==> src/rtl/exa_crosb_output_vc_credit_tracker_pkg.sv <==
`default_nettype none
// ============================================================================
// Module   : exanet_crosb_pkg
// Brief    : Shared sizing helpers and per-VC ownership state encoding for
//            the crossbar output VC credit tracker.
// Revision : 1.0 - initial release
// ============================================================================
package exanet_crosb_pkg;

  // Total number of output VCs across all priority levels
  function automatic int unsigned calc_nvc(input int unsigned prio_n,
                                           input int unsigned vc_n);
    return prio_n * vc_n;
  endfunction

  // Width of a VC index; a single VC still needs a one-bit index port
  function automatic int unsigned calc_vcw(input int unsigned nvc);
    return (nvc > 1) ? $clog2(nvc) : 1;
  endfunction

  // Width of a credit counter that must hold 0..credits inclusive
  function automatic int unsigned calc_cw(input int unsigned credits);
    return $clog2(credits + 1);
  endfunction

  // Per-VC packet ownership states
  localparam logic [0:0] VC_IDLE = 1'b0;
  localparam logic [0:0] VC_BUSY = 1'b1;

endpackage
`default_nettype wire

==> src/rtl/exa_crosb_output_vc_credit_tracker_if.sv <==
`default_nettype none
// ============================================================================
// Module   : exa_crosb_output_vc_credit_tracker_if
// Brief    : Send/credit event bus and per-VC status bus between the crossbar
//            output stage and the output VC credit tracker.
// Revision : 1.0 - initial release
// ============================================================================
interface exa_crosb_output_vc_credit_tracker_if
  import exanet_crosb_pkg::*;
#(
  parameter int unsigned prio_num = 2,
  parameter int unsigned vc_num   = 2,
  parameter int unsigned CREDITS  = 8
);
  localparam int unsigned NVC = calc_nvc(prio_num, vc_num);
  localparam int unsigned VCW = calc_vcw(NVC);
  localparam int unsigned CW  = calc_cw(CREDITS);

  // Events from the crossbar output and the downstream receiver
  logic           i_send;
  logic [VCW-1:0] i_send_vc;
  logic           i_send_hdr;
  logic           i_send_tail;
  logic           i_credit_valid;
  logic [VCW-1:0] i_credit_vc;

  // Status towards the crossbar arbiter and VC allocator
  logic [NVC-1:0] o_vc_ready;
  logic [NVC-1:0] o_vc_avail;
  logic [CW-1:0]  o_vc_credits [NVC-1:0];
  logic           o_err_underflow;
  logic           o_err_overflow;

  // Event source side
  modport master (
    output i_send, i_send_vc, i_send_hdr, i_send_tail, i_credit_valid, i_credit_vc,
    input  o_vc_ready, o_vc_avail, o_vc_credits, o_err_underflow, o_err_overflow
  );

  // Tracker side
  modport slave (
    input  i_send, i_send_vc, i_send_hdr, i_send_tail, i_credit_valid, i_credit_vc,
    output o_vc_ready, o_vc_avail, o_vc_credits, o_err_underflow, o_err_overflow
  );

endinterface
`default_nettype wire

==> src/rtl/exa_crosb_output_vc_credit_tracker_counter.sv <==
`default_nettype none
// ============================================================================
// Module   : exa_crosb_vc_credit_counter
// Brief    : One output VC: downstream credit counter with saturation,
//            IDLE/BUSY packet ownership FSM and single-cycle error pulses.
// Revision : 1.0 - initial release
// ============================================================================
module exa_crosb_vc_credit_counter
  import exanet_crosb_pkg::*;
#(
  parameter int unsigned CREDITS = 8,
  parameter int unsigned CW      = calc_cw(CREDITS)
) (
  input  wire logic          clk,
  input  wire logic          resetn,
  input  wire logic          send_i,
  input  wire logic          hdr_i,
  input  wire logic          tail_i,
  input  wire logic          credit_i,
  output logic [CW-1:0]      credits_o,
  output logic               busy_o,
  output logic               underflow_o,
  output logic               overflow_o
);

  localparam logic [CW-1:0] c_full = CW'(CREDITS);
  localparam logic [CW-1:0] c_one  = CW'(1);

  logic [CW-1:0] credits_q, credits_d;
  logic [0:0]    state_q, state_d;

  // Credit accounting: a same-cycle send and return cancel out, so neither
  // boundary check applies in that case
  always_comb begin
    credits_d   = credits_q;
    underflow_o = 1'b0;
    overflow_o  = 1'b0;
    if (send_i && !credit_i) begin
      if (credits_q == '0) begin
        underflow_o = 1'b1;
      end else begin
        credits_d = credits_q - c_one;
      end
    end else if (credit_i && !send_i) begin
      if (credits_q == c_full) begin
        overflow_o = 1'b1;
      end else begin
        credits_d = credits_q + c_one;
      end
    end
  end

  // Ownership FSM: header claims the VC, tail releases it; a header seen while
  // already busy is tolerated and does not release ownership
  always_comb begin
    state_d = state_q;
    if (send_i) begin
      case (state_q)
        VC_IDLE: if (hdr_i && !tail_i) state_d = VC_BUSY;
        VC_BUSY: if (tail_i)           state_d = VC_IDLE;
        default:                       state_d = VC_IDLE;
      endcase
    end
  end

  // State registers with synchronous active-low reset to a full, idle VC
  always_ff @(posedge clk) begin
    if (!resetn) begin
      credits_q <= c_full;
      state_q   <= VC_IDLE;
    end else begin
      credits_q <= credits_d;
      state_q   <= state_d;
    end
  end

  assign credits_o = credits_q;
  assign busy_o    = (state_q == VC_BUSY);

endmodule
`default_nettype wire

==> src/rtl/exa_crosb_output_vc_credit_tracker.sv <==
`default_nettype none
// ============================================================================
// Module   : exa_crosb_output_vc_credit_tracker
// Brief    : Output-port credit and ownership tracker for all output VCs.
//            Decodes send/credit events per VC and exports ready/available
//            status plus sticky underflow/overflow flags.
// Revision : 1.0 - initial release
// ============================================================================
module exa_crosb_output_vc_credit_tracker
  import exanet_crosb_pkg::*;
#(
  parameter int unsigned prio_num = 2,
  parameter int unsigned vc_num   = 2,
  parameter int unsigned CREDITS  = 8
) (
  input  wire logic                          clk,
  input  wire logic                          resetn,
  exa_crosb_output_vc_credit_tracker_if.slave bus
);

  localparam int unsigned NVC = calc_nvc(prio_num, vc_num);
  localparam int unsigned VCW = calc_vcw(NVC);
  localparam int unsigned CW  = calc_cw(CREDITS);

  logic [NVC-1:0] send_oh_w;
  logic [NVC-1:0] credit_oh_w;
  logic [NVC-1:0] busy_w;
  logic [NVC-1:0] under_w;
  logic [NVC-1:0] over_w;
  logic [CW-1:0]  credits_w [NVC-1:0];

  logic err_under_q, err_under_d;
  logic err_over_q,  err_over_d;

  // One-hot decode of event VCs; indices with no matching VC decode to nothing
  always_comb begin
    send_oh_w   = '0;
    credit_oh_w = '0;
    for (int v = 0; v < int'(NVC); v++) begin
      send_oh_w[v]   = bus.i_send         && (bus.i_send_vc   == VCW'(v));
      credit_oh_w[v] = bus.i_credit_valid && (bus.i_credit_vc == VCW'(v));
    end
  end

  generate
    for (genvar v = 0; v < int'(NVC); v++) begin : g_vc
      exa_crosb_vc_credit_counter #(
        .CREDITS (CREDITS),
        .CW      (CW)
      ) u_cnt (
        .clk         (clk),
        .resetn      (resetn),
        .send_i      (send_oh_w[v]),
        .hdr_i       (bus.i_send_hdr),
        .tail_i      (bus.i_send_tail),
        .credit_i    (credit_oh_w[v]),
        .credits_o   (credits_w[v]),
        .busy_o      (busy_w[v]),
        .underflow_o (under_w[v]),
        .overflow_o  (over_w[v])
      );

      assign bus.o_vc_credits[v] = credits_w[v];
      assign bus.o_vc_ready[v]   = (credits_w[v] != '0);
      assign bus.o_vc_avail[v]   = (credits_w[v] != '0) && !busy_w[v];
    end
  endgenerate

  // Error flags accumulate any per-VC pulse and hold until reset
  always_comb begin
    err_under_d = err_under_q | (|under_w);
    err_over_d  = err_over_q  | (|over_w);
  end

  // Sticky error registers
  always_ff @(posedge clk) begin
    if (!resetn) begin
      err_under_q <= 1'b0;
      err_over_q  <= 1'b0;
    end else begin
      err_under_q <= err_under_d;
      err_over_q  <= err_over_d;
    end
  end

  assign bus.o_err_underflow = err_under_q;
  assign bus.o_err_overflow  = err_over_q;

endmodule
`default_nettype wire

==> src/flat_wrapper.sv <==
// flat-port wrapper written by rule: the top's interface ports become plain ports
module exa_crosb_output_vc_credit_tracker_flat import exanet_crosb_pkg::*;
#(
  parameter int unsigned prio_num = 2,
  parameter int unsigned vc_num   = 2,
  parameter int unsigned CREDITS  = 8
)
  (clk, resetn, bus_i_send, bus_i_send_vc, bus_i_send_hdr, bus_i_send_tail, bus_i_credit_valid, bus_i_credit_vc, bus_o_vc_ready, bus_o_vc_avail, bus_o_vc_credits, bus_o_err_underflow, bus_o_err_overflow);
  exa_crosb_output_vc_credit_tracker_if #(.prio_num(prio_num), .vc_num(vc_num), .CREDITS(CREDITS)) bus_i ();
  input  wire logic clk;
  input  wire logic resetn;
  input wire logic [$bits(bus_i.i_send)-1:0] bus_i_send;
  input wire logic [$bits(bus_i.i_send_vc)-1:0] bus_i_send_vc;
  input wire logic [$bits(bus_i.i_send_hdr)-1:0] bus_i_send_hdr;
  input wire logic [$bits(bus_i.i_send_tail)-1:0] bus_i_send_tail;
  input wire logic [$bits(bus_i.i_credit_valid)-1:0] bus_i_credit_valid;
  input wire logic [$bits(bus_i.i_credit_vc)-1:0] bus_i_credit_vc;
  output wire logic [$bits(bus_i.o_vc_ready)-1:0] bus_o_vc_ready;
  output wire logic [$bits(bus_i.o_vc_avail)-1:0] bus_o_vc_avail;
  output wire logic [$bits(bus_i.o_vc_credits)-1:0] bus_o_vc_credits;
  output wire logic [$bits(bus_i.o_err_underflow)-1:0] bus_o_err_underflow;
  output wire logic [$bits(bus_i.o_err_overflow)-1:0] bus_o_err_overflow;
  assign bus_i.i_send = bus_i_send;
  assign bus_i.i_send_vc = bus_i_send_vc;
  assign bus_i.i_send_hdr = bus_i_send_hdr;
  assign bus_i.i_send_tail = bus_i_send_tail;
  assign bus_i.i_credit_valid = bus_i_credit_valid;
  assign bus_i.i_credit_vc = bus_i_credit_vc;
  assign bus_o_vc_ready = bus_i.o_vc_ready;
  assign bus_o_vc_avail = bus_i.o_vc_avail;
  assign bus_o_vc_credits = {>>{bus_i.o_vc_credits}};
  assign bus_o_err_underflow = bus_i.o_err_underflow;
  assign bus_o_err_overflow = bus_i.o_err_overflow;
  exa_crosb_output_vc_credit_tracker #(.prio_num(prio_num), .vc_num(vc_num), .CREDITS(CREDITS)) u_core (.clk(clk), .resetn(resetn), .bus(bus_i));
endmodule
==> config.mk <==
export PLATFORM = sky130hd
export DESIGN_NAME = exa_crosb_output_vc_credit_tracker_flat
export DESIGN_NICKNAME = d
export VERILOG_FILES = /design/src/rtl/exa_crosb_output_vc_credit_tracker_pkg.sv /design/src/rtl/exa_crosb_output_vc_credit_tracker_if.sv /design/src/rtl/exa_crosb_output_vc_credit_tracker_counter.sv /design/src/rtl/exa_crosb_output_vc_credit_tracker.sv /design/src/flat_wrapper.sv
export SDC_FILE = /design/constraint.sdc
export NUM_CORES = 1
export LEC_CHECK = 0
export BUFFER_PORTS_ARGS = -buffer_cell sky130_fd_sc_hd__buf_2
export CORE_ASPECT_RATIO = 0.6
export CORE_UTILIZATION = 55
export DETAILED_ROUTE_END_ITERATION = 16
export PLACE_DENSITY = 0.79
export SLEW_MARGIN = 10
export SYNTH_ARGS = -nofsm -noshare
export SYNTH_HDL_FRONTEND = slang
export SYNTH_HIERARCHICAL = 1
export SYNTH_SLANG_ARGS = --single-unit
==> constraint.sdc <==
create_clock -name clk -period 3.7 [get_ports clk]
set_clock_uncertainty 0.2 [all_clocks]
set_input_delay 0.185 -clock clk [delete_from_list [all_inputs] [get_ports clk]]
set_output_delay 0.185 -clock clk [all_outputs]
set_load 0.02 [all_outputs]
Yosys cells after proc, flatten, opt, wreduce, memory -nomap -nowiden
Cells that the tools add are included.
{"block": "totals", "elab_cells": 138, "input_bits": 10, "reg_bits": 22}
{"block": "classes", "muxes": 42, "add_sub_neg": 8, "eq_ne": 18, "bitwise_logic": 6, "n_reduce_logical": 54}
{"operator": "$mux 4", "n": 16}
{"operator": "$mux 1", "n": 22}
{"operator": "$logic_and 1x1->1", "n": 21}
{"operator": "$add 4x1->4 const B", "n": 4}
{"operator": "$eq 4x4->1 const B", "n": 4}
{"operator": "$logic_not 4->1", "n": 4}
{"operator": "$ne 2x2->1 const B", "n": 8}
{"operator": "$reduce_bool 4->1", "n": 4}
{"operator": "$sub 4x1->4 const B", "n": 4}
{"operator": "$logic_not 1->1", "n": 13}
{"operator": "$reduce_and 3->1", "n": 4}
{"operator": "$eq 2x2->1 const B", "n": 4}
{"operator": "$pmux 1 s2", "n": 4}
{"operator": "$reduce_bool 2->1", "n": 4}
{"operator": "$reduce_or 4->1", "n": 2}
{"operator": "$eq 2x1->1 const B", "n": 2}
{"operator": "$logic_not 2->1", "n": 2}
{"operator": "$not 1->1", "n": 4}
{"operator": "$or 1x1->1", "n": 2}

Logic depth before layout (Yosys ltp)
Gate-level depths: netlist of the first run.
{"block": "logic_depth", "depth_word": 8, "depth_mapped": 10, "ltp_nobuf": 10}

Hierarchy
The synthesis of the first run kept the hierarchy.
{"mod": "exa_crosb_vc_credit_counter", "n_inst": 4, "seq_area_each_um2": 100.1, "cells_each": 42, "area_per_inst_um2": 374.1}
{"mod": "exa_crosb_output_vc_credit_tracker", "n_inst": 1, "seq_area_each_um2": 40.0, "cells_each": 24, "area_per_inst_um2": 230.2}

Worst setup path before layout of the first run
Ideal clock, no wire load.
{"block": "synth_timing", "kind": "input-to-reg", "startpoint": "input port bus_i_send_vc[0]", "endpoint": "register u_core.g_vc[0].u_cnt.credits_q[2]", "stages": 8, "setup_slack_ns": 1.496, "setup_ns": 0.070, "required_ns": 3.430, "arrival_time_ns": 1.935, "cell_sequence": "nor3b_1 > ha_1 > xor2_1 > ha_1 > a21oi_1 > xor2_1 > or4_1 > a21oi_1"}
{"block": "synth_via", "elab_chain_cells": 6, "elab_cells_between_ends": 10}
{"element": "start, declared", "line_no": "flat_wrapper.sv:13", "source": "input wire logic [$bits(bus_i.i_send_vc)-1:0] bus_i_send_vc;"}
{"element": "$logic_not 2->1 (*)", "line_no": "exa_crosb_output_vc_credit_tracker.sv:40", "source": "send_oh_w[v] = bus.i_send && (bus.i_send_vc == VCW'(v));"}
{"element": "$logic_and 1x1->1 (*)", "line_no": "exa_crosb_output_vc_credit_tracker.sv:40"}
{"element": "$logic_not 1->1", "line_no": "exa_crosb_output_vc_credit_tracker_counter.sv:44", "source": "end else if (credit_i && !send_i) begin"}
{"element": "$logic_and 1x1->1", "line_no": "exa_crosb_output_vc_credit_tracker_counter.sv:44"}
{"element": "$reduce_bool 2->1 (no line)"}
{"element": "$reduce_and 3->1 (no line)"}
{"element": "end signal, assigned", "line_no": "exa_crosb_output_vc_credit_tracker_counter.sv:69", "source": "credits_q <= c_full;"}
{"element": "end signal, assigned", "line_no": "exa_crosb_output_vc_credit_tracker_counter.sv:72", "source": "credits_q <= credits_d;"}
{"element": "end, declared", "line_no": "exa_crosb_output_vc_credit_tracker_counter.sv:29", "source": "logic [CW-1:0] credits_q, credits_d;"}
Mark *: on every way between the ends. The rest lies on a longest branch, timed or not.
A chain may end at the register's enable or synchronous reset.

Worst setup path in the final report of the first run
{"block": "layout_timing", "startpoint": "input port bus_i_send_vc[0]", "endpoint": "register u_core.g_vc[0].u_cnt.credits_q[2]"}
{"block": "layout_via", "elab_chain_cells": 6, "elab_cells_between_ends": 10}
{"element": "$logic_not 2->1 (*)", "line_no": "exa_crosb_output_vc_credit_tracker.sv:40"}
{"element": "$logic_and 1x1->1 (*)", "line_no": "exa_crosb_output_vc_credit_tracker.sv:40"}
{"element": "via u_core.send_oh_w[0]", "line_no": "exa_crosb_output_vc_credit_tracker.sv:25", "source": "logic [NVC-1:0] send_oh_w;"}
{"element": "$logic_not 1->1", "line_no": "exa_crosb_output_vc_credit_tracker_counter.sv:44"}
{"element": "$logic_and 1x1->1", "line_no": "exa_crosb_output_vc_credit_tracker_counter.sv:44"}
{"element": "$reduce_bool 2->1 (no line)"}
{"element": "$reduce_and 3->1 (no line)"}
Mark *: on every way through the listed nets, which the timed path passes. The rest lies on a longest branch.

==> flow_summary.toml, run 1 <==
[cts]
tritoncts = "yes"
cts_sinks = 22
clock_latency_ns = 0.27
htree_levels = 1
clk_path_buf_depth = 2
clkSlewWorstSetupHoldPaths_ns = 0.09
cts-root-buf = "clkbuf_8"
cts_made_buffers = 3

[sta]
post-route-min-period_ns = 2.37
finalHoldViolCount = 0
hold_ws_ns = 0.0179
fin_tns_setup_ns = 0
rsz0062_at_grt = "false"
max_freq_ghz = 0.422
finalSetupViolCount = 0
slew_viol_final = 0
period_share_pct = 64.0
worst_pin_slew_ns = 0.653
maxSlewHeadroom_pct = 56.4

[floorplan]
die_w_um = 74.3
coreArea_um2 = 2930
placementRows = 15
io_pins = 36
initial_utilization_pct = 59.0
die_y_um = 45.4
die-area_um2 = 3370

[cells_and_area]
design_area_um2 = 1990
final-seq-area_um2 = 440
drive_above_1_share_pct = 29.4
diodes = 0
multi_input_area_um2 = 1170
final_cells = 270
n_fill_cell = 253
area_growth_pct = 15.3
finalNetCount = 255

[power]
ir_drop_uv = 150
p_leak_nw = 0.937
power_density_nw_per_um2 = 279

[setup_path]
timing_worst_setup_path_type = "in2reg"
r2r_start = "u_core/g_vc[3].u_cnt/credits_o[1]$_SDFFE_PN0P_"
cp.depth = 9
crit_fanout = 6
arrival_ns = 2.37
max_stage_delay_ns = 0.56
critPathRequiredTime_ns = 3.70
cp.buffers_inverters = 1
worst_path_max_delay_cell = "nor3b_1"
worstSetupEndpointType = "flop"
reg2regPathDepth = 6
cpLargestDelayFamily = "simple AND/OR/NAND/NOR gates"
worstPathCellList = "buf_2 -> nor3b_1 -> ha_1 -> xor2_1 -> ha_1 -> a21oi_1 -> xor2_1 -> or4_1 -> a21oi_1"
crit_end = "u_core/g_vc[0].u_cnt/credits_o[2]$_SDFFE_PN0P_"
reg2reg_slack_ns = 1.78
critPathLaunch = "bus_i_send_vc[0]"
r2r_end = "u_core/g_vc[3].u_cnt/credits_o[2]$_SDFFE_PN0P_"
worst_setup_path_start_kind = "input port"

[placed_design]
dp_cells = 265
gp_congestion = 0.889
portBuffers = 35
dpl.hpwl_um = 3130
dpl-instance-area_um2 = 1910

[run_status]
status = "complete, no violations"

[global_routing]
antenna_found_initial = 0
grt_usage_pct = 26.0
grt_pass1_wl_um = 6640
grt_max_degree = 14
gr-total-overflow = 0
grt_pass1_vias = 1412

[detailed_routing]
vias_per_cell = 5.97
drtIter0Drc = 108
firstDrtPassIters = 4
postRouteAntennaNets = 0
dr_wl_met3_um = 192
dr_wl_met2_um = 1920
num_vias = 1611
routedWlPerCell_um = 15.4
routed.top_layer = "met4"
drc = 0
wl_met1_um = 1970
wl_um = 4150

[flow_run]
cap_violations = 0

[synth]
synth.net_count = 218
avgSynthCellArea_um2 = 8.99
synth_seq_area_share_pct = 25.5
netlist_instances = 192
synth.cell_area_um2 = 1730
synth.distinct_cells = 28
yosys_register_bits = 22
synth-warning-count = 6

[min_path]
min_path_type = "in2reg"
==> Yosys cell counts, drive strengths merged <==
master | n | share of area [%]
o21ba | 4 | 2.3
dfxtp | 22 | 26
nor2b | 4 | 3.2
or4 | 10 | 5.2
a21oi | 20 | 5.8
inv | 20 | 4.3
nor3 | 8 | 3.5
or3 | 8 | 2.9
and3b | 6 | 3.3
o221ai | 4 | 2.0
and4 | 4 | 2.3
a31o | 4 | 2.0
and3 | 6 | 2.2
xor2 | 8 | 4.1
o31ai | 4 | 1.7
o211a | 4 | 2.3
a211oi | 4 | 1.7
o21ai | 8 | 2.3
nor3b | 6 | 2.6
buf | 4 | 2.6
or3b | 4 | 2.0
o21a | 6 | 2.6
nand2 | 2 | 0.43
nor2 | 6 | 1.3
ha | 16 | 12
==> sequential cells by signal, indices dropped and copies added, names as in the netlist <==
name / cells
u_core/bus.o_err_underflow: 1
u_core/g_vc.u_cnt/busy_o: 4
u_core/g_vc.u_cnt/credits_o: 16
u_core/bus.o_err_overflow: 1
==> cell families (layout without fill, tap and decap cells) <==
| logic type | Yosys count | count (layout) | synth area share [%] |
|---|---|---|---|
| AND/OR/NAND/NOR | 64 | 64 | 29.0 |
| XOR/XNOR | 8 | 8 | 4.06 |
| buffers and inverters | 24 | 60 | 6.96 |
| adder cells (fa/ha/maj) | 16 | 16 | 11.6 |
| flip-flops | 22 | 22 | 25.5 |
| AO/OA/AOI/OAI | 58 | 58 | 22.9 |
==> worst min path at each step <==
| stage | from | endpoint | slack [ns] | cells past startpoint |
|---|---|---|---|---|
| 3_3_place_gp | bus_i_send_tail | u_core/g_vc[0].u_cnt/busy_o$_SDFFE_PN0P_ | 0.24 | 2 |
| 2_1_floorplan | resetn | u_core/g_vc[0].u_cnt/credits_o[3]$_SDFFE_PN1P_ | 0.06 | 1 |
| 5_1_grt | resetn | u_core/g_vc[0].u_cnt/credits_o[3]$_SDFFE_PN1P_ | 0.03 | 2 |
| 3_5_place_dp | bus_i_send_tail | u_core/g_vc[0].u_cnt/busy_o$_SDFFE_PN0P_ | 0.24 | 2 |
| 4_1_cts | resetn | u_core/g_vc[2].u_cnt/credits_o[3]$_SDFFE_PN1P_ | 0.02 | 2 |
| 6_report | resetn | u_core/g_vc[2].u_cnt/credits_o[3]$_SDFFE_PN1P_ | 0.02 | 2 |
==> stage by stage <==
| stage | util (%) | power [W] | worst slack (ns) |
|---|---|---|---|
| final | 68.0 | 0.000556 | 1.33 |
| after global routing | 68.0 | 0.000581 | 1.15 |
| after CTS | 68.0 | 0.000563 | 1.39 |
| after detailed placement | 65.2 | 0.000329 | 1.10 |
| after global placement | 65.2 | 0.000325 | 1.23 |
| after floorplan | - | 0.000302 | 1.50 |
==> report_power, final <==
group | switching [W] | internal [W] | total (W)
clock | 0.0000850 | 0.000145 | 0.000230
combinational | 0.0000450 | 0.0000318 | 0.0000768
sequential | 0.00000749 | 0.000242 | 0.000249
==> layout make-up <==
type                            instances  share of cell area (%)
Multi-Input combinational cell        146                    58.6
Sequential cell                        22                    22.1
Timing Repair Buffer                   36                    9.30
Inverter                               20                    3.77
Tap cell                               42                    2.64
Clock buffer                            3                    2.07
Clock inverter                          1                    1.51
==> metal layers <==
metal	GRT usage (%)	vias to the layer above
li1	-	786
met1	36.2	769
met2	42.4	48
met3	4.87	8
met4	5.66	0
met5	0	-
==> timing repair <==
| action | in CTS | in global routing |
|---|---|---|
| hold buffers | 1 | 0 |
| setup buffers | 0 | 0 |
| endpoints found under the hold margin | 4 | 0 |
| resized for setup | 0 | 0 |
| endpoints found under the setup margin | 0 | 0 |
==> layout by cell type, fill, tap and decap left out, types with 6 or more instances in the layout <==
| cell | instances |
|---|---|
| o21a_1 | 6 |
| or4_1 | 6 |
| and3_1 | 6 |
| a21oi_1 | 20 |
| inv_1 | 20 |
| o21ai_0 | 8 |
| nor3b_1 | 6 |
| dfxtp_1 | 22 |
| buf_2 | 35 |
| ha_1 | 16 |
| xor2_1 | 8 |
| nor2_1 | 6 |
| or3_1 | 8 |
No activity file was read; power rests on OpenSTA's default activity.
==> run 2: changes to the inputs <==
clock period = 2.4 ns   (was 3.7 ns; I/O delays follow)
==> flow_summary.toml, run 2 (synthesis gave the netlist of run 1 again) <==
[run_status]
status = "complete, no violations"

[detailed_routing]
drc = 0
firstDrtPassIters = 4
drtIter0Drc = 84
routedWlPerCell_um = 14.7
num_vias = 1585
wl_um = 4020
postRouteAntennaNets = 0
vias_per_cell = 5.81

[sta]
finalHoldViolCount = 0
finalSetupViolCount = 0
worst_pin_slew_ns = 0.337
max_freq_ghz = 0.492
rsz0062_at_grt = "false"
period_share_pct = 84.7
fin_tns_setup_ns = 0
slew_viol_final = 0
post-route-min-period_ns = 2.03
hold_ws_ns = 0.0125
maxSlewHeadroom_pct = 77.5

[cts]
cts_resized = 0
clk_path_buf_depth = 2
cts_made_buffers = 3
cts_sinks = 22
clkSlewWorstSetupHoldPaths_ns = 0.09
htree_levels = 1
tritoncts = "yes"
cts-root-buf = "clkbuf_8"
clock_latency_ns = 0.26

[min_path]
min_path_type = "in2reg"

[cells_and_area]
largest_reg_flops = 16
final_cell_mix = "buf_2, dfxtp_1, inv_1, a21oi_1, ha_1"
finalNetCount = 258
final_common_cell = "buf_2"
drive_above_1_share_pct = 29.9
area_growth_pct = 16.7
n_fill_cell = 254
design_area_um2 = 2020
diodes = 0

[global_routing]
grt_usage_pct = 25.4
grt_pass1_vias = 1431
antenna_found_initial = 0
grt_max_degree = 14
gr-total-overflow = 0
grt_pass1_wl_um = 6420

[floorplan]
die_y_um = 45.4
placementRows = 15
coreArea_um2 = 2930
io_pins = 36
die_w_um = 74.3
die-area_um2 = 3370
initial_utilization_pct = 59.0

[placed_design]
dpl.hpwl_um = 3000
gp_congestion = 0.880
portBuffers = 35
dpl-instance-area_um2 = 1920

[power]
p_leak_nw = 0.951
ir_drop_uv = 235
power_density_nw_per_um2 = 425

[setup_path]
arrival_ns = 2.04
critPathRequiredTime_ns = 2.40
crit_fanout = 6
worst_setup_path_start_kind = "input port"
worstSetupEndpointType = "flop"
timing_worst_setup_path_type = "in2reg"

[flow_run]
cap_violations = 0
-- run 2: cell count changes in the layout (fill, tap and decap cells not counted), sizes merged --
cell | previous run | this run
buf | 35 | 37
dlygate4sd3 | 1 | 2
-- run 2: final cells by class --
class                           count  area, um2  area share (%)
Clock buffer                        3       41.3            2.05
Clock inverter                      1       30.0            1.49
Inverter                           20       75.1            3.72
Multi-Input combinational cell    146       1170            57.9
Sequential cell                    22        440            21.8
Tap cell                           42       52.6            2.61
Timing Repair Buffer               39        210            10.4
-- run 2: timing repair --
action / in CTS / in global routing
hold endpoints to repair: 10 / 0
buffers inserted: 0 / 0
hold buffers: 2 / 0
endpoints found under the setup margin: 0 / 0
-- run 2: path summary, 6_finish.rpt --
check                                                       from                                              to  slack, ns  depth (start not counted)
setup / recovery                              bus_i_credit_vc[0]  u_core/g_vc[0].u_cnt/credits_o[2]$_SDFFE_PN0P_       0.37                         10
hold / removal                                    bus_i_send_hdr        u_core/g_vc[2].u_cnt/busy_o$_SDFFE_PN0P_       0.01                          3
setup reg to reg  u_core/g_vc[3].u_cnt/credits_o[1]$_SDFFE_PN0P_           u_core/bus.o_err_underflow$_SDFF_PN0_       0.47                          4
hold reg to reg         u_core/g_vc[2].u_cnt/busy_o$_SDFFE_PN0P_        u_core/g_vc[2].u_cnt/busy_o$_SDFFE_PN0P_       0.35                          2
-- run 2: layer usage --
layer	vias to the layer above	routed length, um	track usage [%]
met4	0	47	6.79
met1	747	1950	34.9
li1	792	-	-
met2	40	1830	40.5
met3	6	188	5.75
met5	-	0	0
-- run 2: critical path, stage by stage --
cell	delay (ns)
buf_2	0.12
nor3b_1	0.27
inv_1	0.10
ha_1	0.27
xor2_1	0.17
ha_1	0.19
a21oi_1	0.14
xor2_1	0.09
or4_1	0.41
a21oi_1	0.15
-- run 2: power by group --
part	internal (W)	total [W]	switching (W)
clock	0.000223	0.000351	0.000128
combinational	0.0000517	0.000121	0.0000695
sequential	0.000373	0.000384	0.0000112
total	0.000647	0.000856	0.000209
-- run 2: metrics by stage --
step | total power [W] | std cells | utilization [%] | setup slack [ns]
global route | 0.000896 | 273 | 68.8 | 0.224
CTS | 0.000867 | 273 | 68.8 | 0.403
global placement | 0.000503 | 267 | 65.7 | 0.150
floorplan | 0.000466 | 192 | - | 0.261
detailed placement | 0.000508 | 267 | 65.7 | 0.102
finish | 0.000856 | 273 | 68.8 | 0.367
